==> config.mk <==
export PLATFORM = sky130hd
export DESIGN_NAME = pure_literal_emitter
export DESIGN_NICKNAME = d
export VERILOG_FILES = /design/src/rtl/pure_literal_emitter.sv
export SDC_FILE = /design/constraint.sdc
export NUM_CORES = 2
export LEC_CHECK = 0
export ABC_AREA = 1
export BUFFER_PORTS_ARGS = -buffer_cell sky130_fd_sc_hd__buf_2
export CAP_MARGIN = 20
export CORE_MARGIN = 4
export CORE_UTILIZATION = 39
export DETAILED_ROUTE_END_ITERATION = 6
export PLACE_DENSITY_LB_ADDON = 0.08
export SLEW_MARGIN = 25
export SYNTH_ARGS = -nofsm -noshare
export SYNTH_HDL_FRONTEND = slang
export SYNTH_SLANG_ARGS = --single-unit
==> constraint.sdc <==
create_clock -name clk -period 29.1 [get_ports clk]
set_clock_uncertainty 0.15 [all_clocks]
set_input_delay 4.365 -clock clk [delete_from_list [all_inputs] [get_ports clk]]
set_output_delay 4.365 -clock clk [all_outputs]
set_load 0.1 [all_outputs]
==> src/rtl/pure_literal_emitter.sv <==
// Emits one signed literal (+v / -v) per set bit of a captured pure-variable bitmap, lowest index first.
// Latency: first literal the cycle after load; done pulses the cycle after the last transfer.
// Backpressure: valid/ready; lit_out holds while lit_ready is low, and nothing depends combinationally on lit_ready.
module pure_literal_emitter #(
    parameter int WIDTH    = 9,
    parameter int OUT_SIZE = 256
) (
    input  logic                clk,
    input  logic                reset,
    input  logic                load,
    input  logic [OUT_SIZE-1:0] pure_in,
    input  logic [OUT_SIZE-1:0] polarity_in,
    output logic                lit_valid,
    input  logic                lit_ready,
    output logic [WIDTH-1:0]    lit_out,
    output logic                busy,
    output logic                done,
    output logic [WIDTH-1:0]    count
);

    // Largest representable magnitude bounds which variable indices can ever be emitted.
    localparam int MAG_LIM  = (WIDTH > 31) ? OUT_SIZE : (1 << (WIDTH - 1));
    localparam int EMIT_LIM = (MAG_LIM < OUT_SIZE) ? MAG_LIM : OUT_SIZE;

    typedef enum logic [1:0] {
        IDLE = 2'd0,
        SCAN = 2'd1,
        DONE = 2'd2
    } state_t;

    state_t              state;
    logic [OUT_SIZE-1:0] pending;
    logic [OUT_SIZE-1:0] polarity;
    logic [OUT_SIZE-1:0] cap_mask;
    logic [OUT_SIZE-1:0] sel_onehot;
    logic [OUT_SIZE-1:0] rest_mask;
    logic [WIDTH-1:0]    sel_idx;
    logic                sel_pos;
    logic [WIDTH-1:0]    cnt;
    logic                xfer;

    // Variable 0 is reserved and unrepresentable indices are dropped at capture.
    always_comb begin
        cap_mask = '0;
        for (int i = 0; i < OUT_SIZE; i++) begin
            cap_mask[i] = (i != 0) && (i < EMIT_LIM) && pure_in[i];
        end
    end

    always_comb begin
        sel_idx = '0;
        sel_pos = 1'b0;
        for (int i = EMIT_LIM - 1; i >= 0; i--) begin
            if (pending[i]) begin
                sel_idx = WIDTH'(i);
                sel_pos = polarity[i];
            end
        end
    end

    assign sel_onehot = pending & (-pending);
    assign rest_mask  = pending & ~sel_onehot;

    assign lit_valid = (state == SCAN) && (pending != '0);
    assign lit_out   = sel_pos ? sel_idx : (WIDTH'(0) - sel_idx);
    assign xfer      = lit_valid && lit_ready;
    assign busy      = (state != IDLE);
    assign done      = (state == DONE);
    assign count     = cnt;

    always_ff @(posedge clk) begin
        if (reset) begin
            state    <= IDLE;
            pending  <= '0;
            polarity <= '0;
            cnt      <= '0;
        end else begin
            case (state)
                IDLE: begin
                    if (load) begin
                        pending  <= cap_mask;
                        polarity <= polarity_in;
                        cnt      <= '0;
                        state    <= SCAN;
                    end
                end
                SCAN: begin
                    if (pending == '0) begin
                        state <= DONE;
                    end else if (xfer) begin
                        pending <= rest_mask;
                        cnt     <= cnt + WIDTH'(1);
                        // Finishing on the last transfer keeps done one cycle behind it.
                        if (rest_mask == '0) begin
                            state <= DONE;
                        end
                    end
                end
                DONE: begin
                    state <= IDLE;
                end
                default: begin
                    state <= IDLE;
                end
            endcase
        end
    end

endmodule

==> reports/qor.csv <==
stage;metric;value;unit
run_status;run_status;complete, no violations;
sta;min_period_over_period;65.4;%
final_layout;nets;6129;
synthesis;yosysUniqueCellTypes;44;
synthesis;synth.top_cell.area_share;33.0;%
setup_path;critical_path_peak_fanout;5;
cts;clock_tree.buffer_depth;3;
cts;clock_input_transition_at_the_sequential_cells_of_the_worst_setup_and_hold_paths;0.06;ns
cts;tritoncts;done;
synthesis;postSynth.topFlopCell;dfxtp_1;
pwr;power.ir.vdd_worst;0.000126;V
routing;drt.antenna.violating_nets;0;
global_routing;grt_usage;28.2;%
floorplanning;pin_count;537;
setup_path;setup.reg_to_reg.worst_slack;14.05;ns
floorplanning;chipWidth;293;microns
routing;drt-pass1-iter-count;6;
final_layout;mostFrequentLayoutCells;nor2_1 (1310), nand2_1 (881), inv_1 (662), buf_2 (533), dfxtp_1 (521);
sta;hold_violations;0;
global_routing;grt_max_degree;266;
placement;port-buffer-count;534;
synthesis;synth_edf_count;0;
setup_path;required;24.58;ns
sta;max_slew_margin;30.1;%
pwr;power.leakage;17.2;nW
setup_path;critical_path_at;14.51;ns
setup_path;worstSetupStartpointType;flip-flop;
routing;initialDrtViolationCount;2967;
setup_path;critPathMaxStageDelay;0.53;ns
floorplanning;die_h;293;microns
synthesis;synth_cells;5257;
setup_path;path_common_cell;nand2_1;
routing;postRouteWirelength;128000;microns
cts;ctsResizeCount;0;
min_path;min-delay-path-class;reg -> reg;
pwr;seq_power_share;27.9;%
cts;cts_sinks;521;
synthesis;leading_post_synthesis_cells_by_cell_area;dfxtp_1 (33%), nor2_1 (16%), nand2_1 (10%);
min_path;hold_end;count[5];
floorplanning;design.die.area;85600;sq um
routing;vias;35900;
cts;cts.hold.buffers_added;0;
cts;tritoncts.num_buffers;58;
synthesis;post_synth.cell_area_avg;6.01;sq um
setup_path;path_buf_inv;3;
placement;dp.final_hpwl;96200;microns
synthesis;synthArstFlopShare;0;%
sta;setup_tns;0;ns
pwr;p_int;2.32;mW
global_routing;grt_first_pass_wirelength;193000;microns
cts;clk-insertion-delay-late;0.63;ns
final_layout;finish.utilization;46.0;%
synthesis;yosysTopAreaCell;dfxtp_1;
final_layout;drive_above_1_share;11.9;%
synthesis;yosysSeqAreaShare;33.0;%
global_routing;antenna_found_initial;16;
routing;routedWlPerCell;19.0;microns
min_path;worst_min_path_start;count[5];
job;drv.max_cap_violation_count;0;
cts;cts_max_level;2;
setup_path;path_class;reg -> out;
floorplanning;initial_utilization;39.3;%
synthesis;postSynthRegisterBits;521;
global_routing;grt_pass1_vias;33900;
floorplanning;core;80400;sq um
sta;timing.final.crit_period;19.03;ns
sta;rsz0062_at_grt;no;
setup_path;cpLargestDelayFamily;simple AND/OR/NAND/NOR gates;
sta;setup_viol_count_final;0;
setup_path;setup.worst_path.end_class;output pin;
setup_path;slowest_library_cell_on_the_worst_path;buf_2;
cts;post-cts-setup-buffers;0;
pwr;share_clk_of_total_power;16.8;%
floorplanning;placement_rows;104;
pwr;switch_share;53.2;%
setup_path;critical_path.reg2reg.endpoint;pending[41];
cts;cts_root_buffer;clkbuf_16;
placement;place_congestion;0.963;
final_layout;most_common_library_cell_in_the_layout_ignoring_fill_and_taps;nor2_1;
global_routing;globalRoute.totalOverflow;0;
min_path;timing.hold.worst_path_depth;1;
routing;drcViolationCount;0;
sta;timing.final.max_slew_violations;0;
routing;detail_route.vias_per_cell;5.33;
setup_path;ff2ff_path_depth;67;
synthesis;mappedNetlistNets;5775;
setup_path;rr_startpoint;pending[1];
sta;tightestPinTransition;1.05;ns
pwr;netSwitchingPower;2.63;mW
setup_path;crit_path_start;pending[254];
synthesis;ys.warnings.count;0;
synthesis;synth_area;31600;sq um
final_layout;syn_to_final_growth;17.2;%
pwr;comb_power_share;55.4;%
pwr;power.density;134;nW/um^2
sta;max_clock_freq;0.0526;GHz
pwr;fin_total_pwr;4.95;mW
metrics by stage:
stage / instance area, sq um / setup WS (ns) / hold WS, ns / std cells
floorplan: 31600 / 11.65 / 0.320 / 5257
global placement: 34800 / 10.73 / 0.319 / 6608
detailed placement: 34800 / 10.81 / 0.351 / 6608
CTS: 36900 / 10.06 / 0.361 / 6716
global route: 37000 / 7.58 / 0.397 / 6721
finish: 37000 / 10.07 / 0.355 / 6726
per-layer routing:
metal / GRT usage (%) / routed length, microns / part of all wire [%]
met4: 8.09 / 3710 / 2.9
met1: 38.5 / 56700 / 44
met3: 5.21 / 9960 / 7.8
met2: 45.7 / 57400 / 45
met5: 0 / 45 / 0.035
power groups by stage:
stage / sequential, mW / clock, mW / combinational (mW)
6_report: 1.38 / 0.830 / 2.74
5_1_grt: 1.42 / 0.871 / 3.10
4_1_cts: 1.37 / 0.845 / 2.73
3_5_place_dp: 1.38 / 0 / 2.71
3_3_place_gp: 1.38 / 0 / 2.70
2_1_floorplan: 1.23 / 0 / 2.07
final cells by class:
class	count	area, sq um
timing repair buffer	555	2920
tap	1060	1330
clock buffer	81	1720
sequential	521	10400
multi-input combinational	3806	17600
clock inverter	27	430
antenna	7	17.5
fill	8922	43400
inverter	669	2540
synthesized netlist by cell type, drive strengths merged, types with 7 or more instances:
library cell / instances
nor2: 1312
a21oi: 234
o211ai: 25
clkbuf: 226
a2111oi: 8
inv: 668
buf: 35
a31oi: 114
nor3: 140
dfxtp: 521
nor4: 49
nand3: 157
a221oi: 72
o21ai: 504
nand4: 64
nand2: 883
a41oi: 11
o2111ai: 7
a211oi: 167
sequential cells by signal, indices dropped and copies added, names as in the netlist:
name and cells:
polarity 255, pending 255, count 9, state 2
how the worst max path moves through the flow:
stage / end / slack, ns / cells past startpoint
after floorplan: lit_out[6] / 11.65 / 237
after global placement: lit_out[4] / 10.73 / 237
after detailed placement: lit_out[4] / 10.81 / 237
after CTS: lit_out[4] / 10.06 / 237
after global routing: lit_out[8] / 7.58 / 239
final: lit_out[4] / 10.07 / 237
cells by family (layout without fill, tap and decap cells):
logic type | Yosys count | in the layout | synth area share [%]
adder cells (fa/ha/maj) | 2 | 2 | 0.0792
flip-flops | 521 | 521 | 33.0
other | 0 | 7 | 0
XOR/XNOR | 3 | 3 | 0.0832
AO/OA/AOI/OAI | 1166 | 1166 | 21.9
buffers and inverters | 930 | 1332 | 11.2
AND/OR/NAND/NOR | 2635 | 2635 | 33.7
No activity file was read; power rests on OpenSTA's default activity.
